## config.mk

```make
export PLATFORM = sky130hd
export DESIGN_NAME = tick_msg_parser
export DESIGN_NICKNAME = d
export VERILOG_FILES = /design/src/rtl/tick_pkg.sv /design/src/rtl/tick_msg_parser.sv
export SDC_FILE = /design/constraint.sdc
export NUM_CORES = 1
export LEC_CHECK = 0
export ABC_AREA = 1
export CORE_ASPECT_RATIO = 0.8
export CORE_MARGIN = 10
export CORE_UTILIZATION = 50
export CTS_BUF_LIST = sky130_fd_sc_hd__clkbuf_16
export CTS_CLUSTER_SIZE = 25
export DETAILED_ROUTE_END_ITERATION = 6
export PLACE_DENSITY_LB_ADDON = 0.08
export SYNTH_ARGS = -nofsm -noshare
export SYNTH_HDL_FRONTEND = slang
export SYNTH_SLANG_ARGS = --single-unit
```

## constraint.sdc

```tcl
create_clock -name clk -period 3.3 [get_ports clk]
set_input_delay 0.66 -clock clk [delete_from_list [all_inputs] [get_ports clk]]
set_output_delay 0.66 -clock clk [all_outputs]
set_load 0.02 [all_outputs]
```

## src/rtl/tick_pkg.sv

```systemverilog
// Shared types and constants for the market-data tick parser.
// Define TICK_PARSER_CHECKSUM_EN to append an XOR checksum byte to each message.
package tick_pkg;

    localparam logic [7:0] MSG_TYPE_ADD = 8'h41;
    localparam logic [7:0] SIDE_BUY     = 8'h42;
    localparam logic [7:0] SIDE_SELL    = 8'h53;

`ifdef TICK_PARSER_CHECKSUM_EN
    localparam int MSG_LEN = 11;

    typedef enum logic [2:0] {
        ST_TYPE  = 3'd0,
        ST_SIDE  = 3'd1,
        ST_PRICE = 3'd2,
        ST_QTY   = 3'd3,
        ST_CSUM  = 3'd4,
        ST_SKIP  = 3'd5
    } tick_state_e;
`else
    localparam int MSG_LEN = 10;

    typedef enum logic [2:0] {
        ST_TYPE  = 3'd0,
        ST_SIDE  = 3'd1,
        ST_PRICE = 3'd2,
        ST_QTY   = 3'd3,
        ST_SKIP  = 3'd5
    } tick_state_e;
`endif

endpackage

```

## src/rtl/tick_msg_parser.sv

```systemverilog
// Decodes one add-order tick per UDP datagram from an AXI-Stream byte feed.
// Optional TICK_PARSER_CHECKSUM_EN adds a trailing XOR byte check before emit.
module tick_msg_parser
    import tick_pkg::*;
(
    input  logic        clk,
    input  logic        rst,
    input  logic [7:0]  s_axis_tdata,
    input  logic        s_axis_tvalid,
    input  logic        s_axis_tlast,
    output logic        s_axis_tready,
    output logic [31:0] m_tick_price,
    output logic [31:0] m_tick_qty,
    output logic        m_tick_is_buy,
    output logic        m_tick_valid,
    output logic        err_pulse,
    output logic [31:0] msg_count,
    output logic [15:0] drop_count
);

    tick_state_e state_q, state_d;
    logic [1:0]  idx_q, idx_d;
    logic [31:0] shift_q, shift_d;
    logic [31:0] price_q, price_d;
    logic        side_q, side_d;
    logic [31:0] out_price_q, out_price_d;
    logic [31:0] out_qty_q, out_qty_d;
    logic        out_buy_q, out_buy_d;
    logic        valid_q, valid_d;
    logic        err_q, err_d;
    logic [31:0] msg_cnt_q, msg_cnt_d;
    logic [15:0] drop_cnt_q, drop_cnt_d;
`ifdef TICK_PARSER_CHECKSUM_EN
    logic [7:0]  csum_q, csum_d;
`endif

    logic        beat;
    logic        last;
    logic        emit;
    logic        drop;
    logic [31:0] field;

    // The parser never stalls the stream; it only refuses bytes while held in reset.
    assign s_axis_tready = ~rst;
    assign beat          = s_axis_tvalid & s_axis_tready;
    assign last          = s_axis_tlast;
    assign field         = {shift_q[23:0], s_axis_tdata};

    always_comb begin
        state_d     = state_q;
        idx_d       = idx_q;
        shift_d     = shift_q;
        price_d     = price_q;
        side_d      = side_q;
        out_price_d = out_price_q;
        out_qty_d   = out_qty_q;
        out_buy_d   = out_buy_q;
        valid_d     = 1'b0;
        err_d       = 1'b0;
        msg_cnt_d   = msg_cnt_q;
        drop_cnt_d  = drop_cnt_q;
        emit        = 1'b0;
        drop        = 1'b0;
`ifdef TICK_PARSER_CHECKSUM_EN
        csum_d      = csum_q;
`endif
        if (beat) begin
`ifdef TICK_PARSER_CHECKSUM_EN
            csum_d = csum_q ^ s_axis_tdata;
`endif
            unique case (state_q)
                ST_TYPE: begin
`ifdef TICK_PARSER_CHECKSUM_EN
                    csum_d = s_axis_tdata;
`endif
                    // A datagram ending on its first byte is short; stay in TYPE.
                    if (last) begin
                        drop = 1'b1;
                    end else if (s_axis_tdata != MSG_TYPE_ADD) begin
                        drop    = 1'b1;
                        state_d = ST_SKIP;
                    end else begin
                        state_d = ST_SIDE;
                    end
                end
                ST_SIDE: begin
                    if (last) begin
                        drop    = 1'b1;
                        state_d = ST_TYPE;
                    end else if (s_axis_tdata != SIDE_BUY && s_axis_tdata != SIDE_SELL) begin
                        drop    = 1'b1;
                        state_d = ST_SKIP;
                    end else begin
                        side_d  = (s_axis_tdata == SIDE_BUY);
                        idx_d   = 2'd0;
                        state_d = ST_PRICE;
                    end
                end
                ST_PRICE: begin
                    shift_d = field;
                    idx_d   = idx_q + 2'd1;
                    if (last) begin
                        drop    = 1'b1;
                        state_d = ST_TYPE;
                    end else if (idx_q == 2'd3) begin
                        if (field == 32'd0) begin
                            drop    = 1'b1;
                            state_d = ST_SKIP;
                        end else begin
                            price_d = field;
                            state_d = ST_QTY;
                        end
                    end
                end
                ST_QTY: begin
                    shift_d = field;
                    idx_d   = idx_q + 2'd1;
                    if (idx_q == 2'd3) begin
`ifdef TICK_PARSER_CHECKSUM_EN
                        if (last) begin
                            drop    = 1'b1;
                            state_d = ST_TYPE;
                        end else begin
                            state_d = ST_CSUM;
                        end
`else
                        emit        = 1'b1;
                        out_price_d = price_q;
                        out_qty_d   = field;
                        out_buy_d   = side_q;
                        state_d     = last ? ST_TYPE : ST_SKIP;
`endif
                    end else if (last) begin
                        drop    = 1'b1;
                        state_d = ST_TYPE;
                    end
                end
`ifdef TICK_PARSER_CHECKSUM_EN
                ST_CSUM: begin
                    if (s_axis_tdata == csum_q) begin
                        emit        = 1'b1;
                        out_price_d = price_q;
                        out_qty_d   = shift_q;
                        out_buy_d   = side_q;
                    end else begin
                        drop = 1'b1;
                    end
                    state_d = last ? ST_TYPE : ST_SKIP;
                end
`endif
                ST_SKIP: begin
                    if (last) begin
                        state_d = ST_TYPE;
                    end
                end
                default: begin
                    state_d = ST_TYPE;
                end
            endcase
        end

        if (emit) begin
            valid_d   = 1'b1;
            msg_cnt_d = msg_cnt_q + 32'd1;
        end
        if (drop) begin
            err_d = 1'b1;
            if (drop_cnt_q != 16'hFFFF) begin
                drop_cnt_d = drop_cnt_q + 16'd1;
            end
        end
    end

    always_ff @(posedge clk) begin
        if (rst) begin
            state_q     <= ST_TYPE;
            idx_q       <= 2'd0;
            out_price_q <= 32'd0;
            out_qty_q   <= 32'd0;
            out_buy_q   <= 1'b0;
            valid_q     <= 1'b0;
            err_q       <= 1'b0;
            msg_cnt_q   <= 32'd0;
            drop_cnt_q  <= 16'd0;
        end else begin
            state_q     <= state_d;
            idx_q       <= idx_d;
            out_price_q <= out_price_d;
            out_qty_q   <= out_qty_d;
            out_buy_q   <= out_buy_d;
            valid_q     <= valid_d;
            err_q       <= err_d;
            msg_cnt_q   <= msg_cnt_d;
            drop_cnt_q  <= drop_cnt_d;
        end
    end

    // Field assembly registers are only meaningful once the FSM has walked past them.
    always_ff @(posedge clk) begin
        shift_q <= shift_d;
        price_q <= price_d;
        side_q  <= side_d;
`ifdef TICK_PARSER_CHECKSUM_EN
        csum_q  <= csum_d;
`endif
    end

    assign m_tick_price  = out_price_q;
    assign m_tick_qty    = out_qty_q;
    assign m_tick_is_buy = out_buy_q;
    assign m_tick_valid  = valid_q;
    assign err_pulse     = err_q;
    assign msg_count     = msg_cnt_q;
    assign drop_count    = drop_cnt_q;

endmodule

```

After elaboration in Yosys (flattened, before gate mapping)
Cells that the tools add are included.
Word-level totals
  bits in registers: 177
  output and inout bits: 116
  logic and storage cells: 76
Operators by class
  $add $sub $neg: 3
  equal/unequal tests: 14
  mux-type cells: 30
  bitwise gates (word level): 5
  reductions and logical operators: 12
Operator list (count)
  $add A32 B1 Y32 const B: 1
  $logic_not A32 Y1: 1
  $mux W3: 10
  $ne A8 B7 Y1 const B: 3
  $add A16 B1 Y16 const B: 1
  $ne A16 B16 Y1 const B: 1
  $mux W1: 15
  $pmux W3 S5: 1
  $eq A8 B7 Y1 const B: 1
  $reduce_and A4 Y1: 2
  $eq A3 B2 Y1 const B: 2
  $ne A2 B2 Y1 const B: 3
  $reduce_and A3 Y1: 2
  $reduce_and A5 Y1: 1
  $mux W2: 2
  $not A1 Y1: 4
  $pmux W1 S4: 1
  $pmux W2 S2: 1
  $reduce_and A2 Y1: 2
  $eq A3 B1 Y1 const B: 1
  $eq A3 B3 Y1 const B: 1
  $logic_not A3 Y1: 1
  $ne A3 B3 Y1 const B: 1
  $add A2 B1 Y2 const B: 1
  5 further kinds: 5

Logic depth before layout (Yosys ltp)
  depth in word-level cells: 7
  depth in mapped cells: 14

Least setup slack after synthesis
Ideal clock, no wire load.
  kind: input-to-reg
  start: in rst
  end: reg idx_q[0]
  setup time: 0.132 ns
  data arrival time: 2.987 ns
  data required time: 3.168 ns
  path slack: 0.180 ns
  cell stages on the path: 7
  cells stage by stage: buf_6 -> clkinv_2 -> nand2_4 -> nor3_1 -> nor2_1 -> nand2_1 -> a21oi_1
On the way
  word-level cells in the longest chain between the ends: 3
RTL lines
  start: declaration: line tick_msg_parser.sv:7  | input logic rst,
  $not A1 Y1: line tick_msg_parser.sv:44  | assign s_axis_tready = ~rst;
  $and A1 B1 Y1: line tick_msg_parser.sv:45  | assign beat = s_axis_tvalid & s_axis_tready;
  $reduce_and A4 Y1 (no line)
  end signal: assignment: line tick_msg_parser.sv:187  | idx_q <= idx_d;
  end: declaration: line tick_msg_parser.sv:22  | logic [1:0] idx_q, idx_d;
Parallel ways exist; a longest one is shown, timed or not.
A chain may end at the register's enable or synchronous reset.

Final worst setup path
  start: in rst
  end: out s_axis_tready
On the way
  word-level cells in the longest chain between the ends: 1
RTL lines
  $not A1 Y1: line tick_msg_parser.sv:44
  end: declaration: line tick_msg_parser.sv:11  | output logic s_axis_tready,
Every way passes these cells.

==> summary.txt <==
post-layout min period: 2.546 ns
Final ANT Viol Nets: 0
final number of setup-violating endpoints: 0
full die area: 0.01965 mm2
Antenna Cells: 0
Crit. End Element: primary output
Tot Pwr: 4.229 mW
critical-path cell list: clkdlybuf4s50_1, clkinv_2, clkdlybuf4s50_1
CTS tree: built
slowest CP cell: clkdlybuf4s50_1
initial antenna violation count: 0
largest incremental delay on the critical path: 0.61 ns
DR iter-0 viols: 419
Most common cell on crit path: clkdlybuf4s50_1
drt wl/cell: 15.15 um
Root Driver: clkbuf_16
hold buffer count at CTS: 0
count leader, synth: nor2_1
All-Layer GR Usage: 17.71%
Cell Pwr Density: 460.1 mW/mm2
Max IR drop VDD: 0.4684 mV
total negative setup slack: 0 ns
Synth top cells by count: nor2_1, dfxtp_1, nand2_1
TritonRoute pass-1 iters: 5
Placer Congestion: 0.8897
top-area cell type share of the netlist area: 33.33%
non-filler cells in the finished layout: 1,165
Placed Cells: 1,133
Syn Nets: 860
Final period util: 77.16%
post-CTS sizing: 0
outcome: completed
TritonCTS Sinks: 177
top cells by area, synth: dfxtp_1, edfxtp_1, nor2_1
Fin Clk Skew: 0.009963 ns
leading area contributor after synthesis: dfxtp_1
EDFF count, synth: 57
post-synthesis simple-gate area fraction: 25.45%
#FFs+latches synth: 177
Nets: 983
P_leak: 3.153 nW
Slew HR: 52.91%
vias: 5,931
cell count after synthesis: 845
post-synth design cell area: 0.007207 mm2
main combinational cell family by area after synthesis: simple AND/OR/NAND/NOR gates
Worst-path clk slew: 0.06 ns
first-pass GRT wire length: 28.68 mm
setup bufs post-CTS: 0
worst path required time: 2.64 ns
synthesis warning total: 0
post-synthesis mux area share: 0%
startpoint types: primary input
clock latency on the worst-skew pair: 0.43 ns
Hold WC Path Type: reg2reg
row cnt: 39
Avg Cell Area, Syn: 8.529 um2
Hold Vio Cnt, Final: 0
RSZ-0062 raised after global routing: no
chip height: 127.4 um
Die W: 154.2 um
pins over their slew limit: 0
# IOs: 128
core box area: 0.01420 mm2
post-synthesis cell type count: 37
Max Fanout on Critical Path: 5
Crit path arrival time: 1.89 ns
Overflow after GRT: 0
max-cap violations: 0
complex-gate fraction of the synthesized area: 9.149%
Total Wirelength: 17.65 mm
# port buffers: 127
detailed placer's ending HPWL: 12.32 mm
Worst Max-Slew Pin Slew: 0.7063 ns
# DRC: 0
total CTS buffers: 17
largest net degree at the start of global routing: 84
register area share after synthesis: 57.08%
via-per-instance ratio: 5.091
Main synth FF type: dfxtp_1
P&R area growth vs syn: 27.53%
Fmax: 392.7 MHz
asr flop ratio synth: 0%
critical path type: in2out
XOR/XNOR share of the synthesized area: 2.431%
number of global-route vias before repair: 5,508
Initial Util: 50.75%
H-tree levels: 4
fraction of layout cells with a size suffix above 1: 6.320%
CTS Buffer Depth: 2
Post-Synth Adder-Cell Area: 0.5208%
cell families after synthesis:
| family | after synthesis |
|---|---|
| buf+inv | 96 |
| flops | 177 |
| xor+xnor | 20 |
| simple gates | 418 |
| fa+ha+maj | 3 |
| compound gates | 131 |
metal layers:
layer | GRT usage [%] | wire [um]
met1 | 25.16 | 8689
met2 | 25.00 | 7417
met3 | 5.734 | 1347
met4 | 5.435 | 198
met5 | 0 | 0
power breakdown:
group          leakage, nW  internal (mW)  switching [mW]  total, mW
Sequential            1.48           2.24         0.00668       2.25
Combinational         1.41         0.0458          0.0937      0.140
Clock                0.261          0.999           0.844       1.84
sequential cells by signal, indices dropped and copies added, names as in the netlist:
name           count
m_tick_valid       1
m_tick_is_buy      1
idx_q              2
state_q            3
msg_count         32
price_q           32
m_tick_price      32
drop_count        16
side_q             1
shift_q           24
m_tick_qty        32
err_pulse          1
layout make-up:
class | count | area [um2]
Inverter | 64 | 241.5
Multi-Input combinational cell | 572 | 2714
Tap cell | 184 | 230.2
Clock buffer | 18 | 450.4
Sequential cell | 177 | 4114
Timing Repair Buffer | 136 | 1351
Fill cell | 1213 | 5009
Clock inverter | 14 | 90.09
cells in the final DEF (no fill, tap or decap), types with 18 or more instances in the layout:
master           Yosys  layout
edfxtp_1            57      57
dfxtp_1            120     120
nand3_1             25      25
o21ai_0             85      85
nor2_1             200     199
clkbuf_16            0      18
inv_1               57      59
a21oi_1             44      44
nor3_1              25      24
nand2_1            119     119
clkdlybuf4s50_1      0     127
nand4_1             23      23
path summary, 6_finish.rpt:
path	slack, ns	cells past startpoint	endpoint	startpoint
setup / recovery	0.75	3	s_axis_tready	rst
hold / removal	0.47	0	price_q[24]$_DFFE_PP_	shift_q[16]$_DFFE_PP_
setup reg to reg	1.21	11	msg_count[26]$_SDFFE_PP0P_	idx_q[0]$_SDFFE_PP0P_
hold reg to reg	0.47	0	price_q[24]$_DFFE_PP_	shift_q[16]$_DFFE_PP_
critical path, delay by kind of cell:
kind | cells | cell delay (ns)
buf+inv | 3 | 1.22
through the flow:
stage,setup WS (ns),utilization (%),hold slack (ns),instance area [um2]
2_1_floorplan,0.1804,-,0.4429,7207
3_3_place_gp,0.5699,60.92,0.4541,8651
3_5_place_dp,0.5298,60.92,0.4598,8651
4_1_cts,0.7434,64.73,0.4718,9191
5_1_grt,0.7037,64.73,0.4859,9191
6_report,0.7537,64.73,0.4701,9191
(Power assumes the default switching activity.)
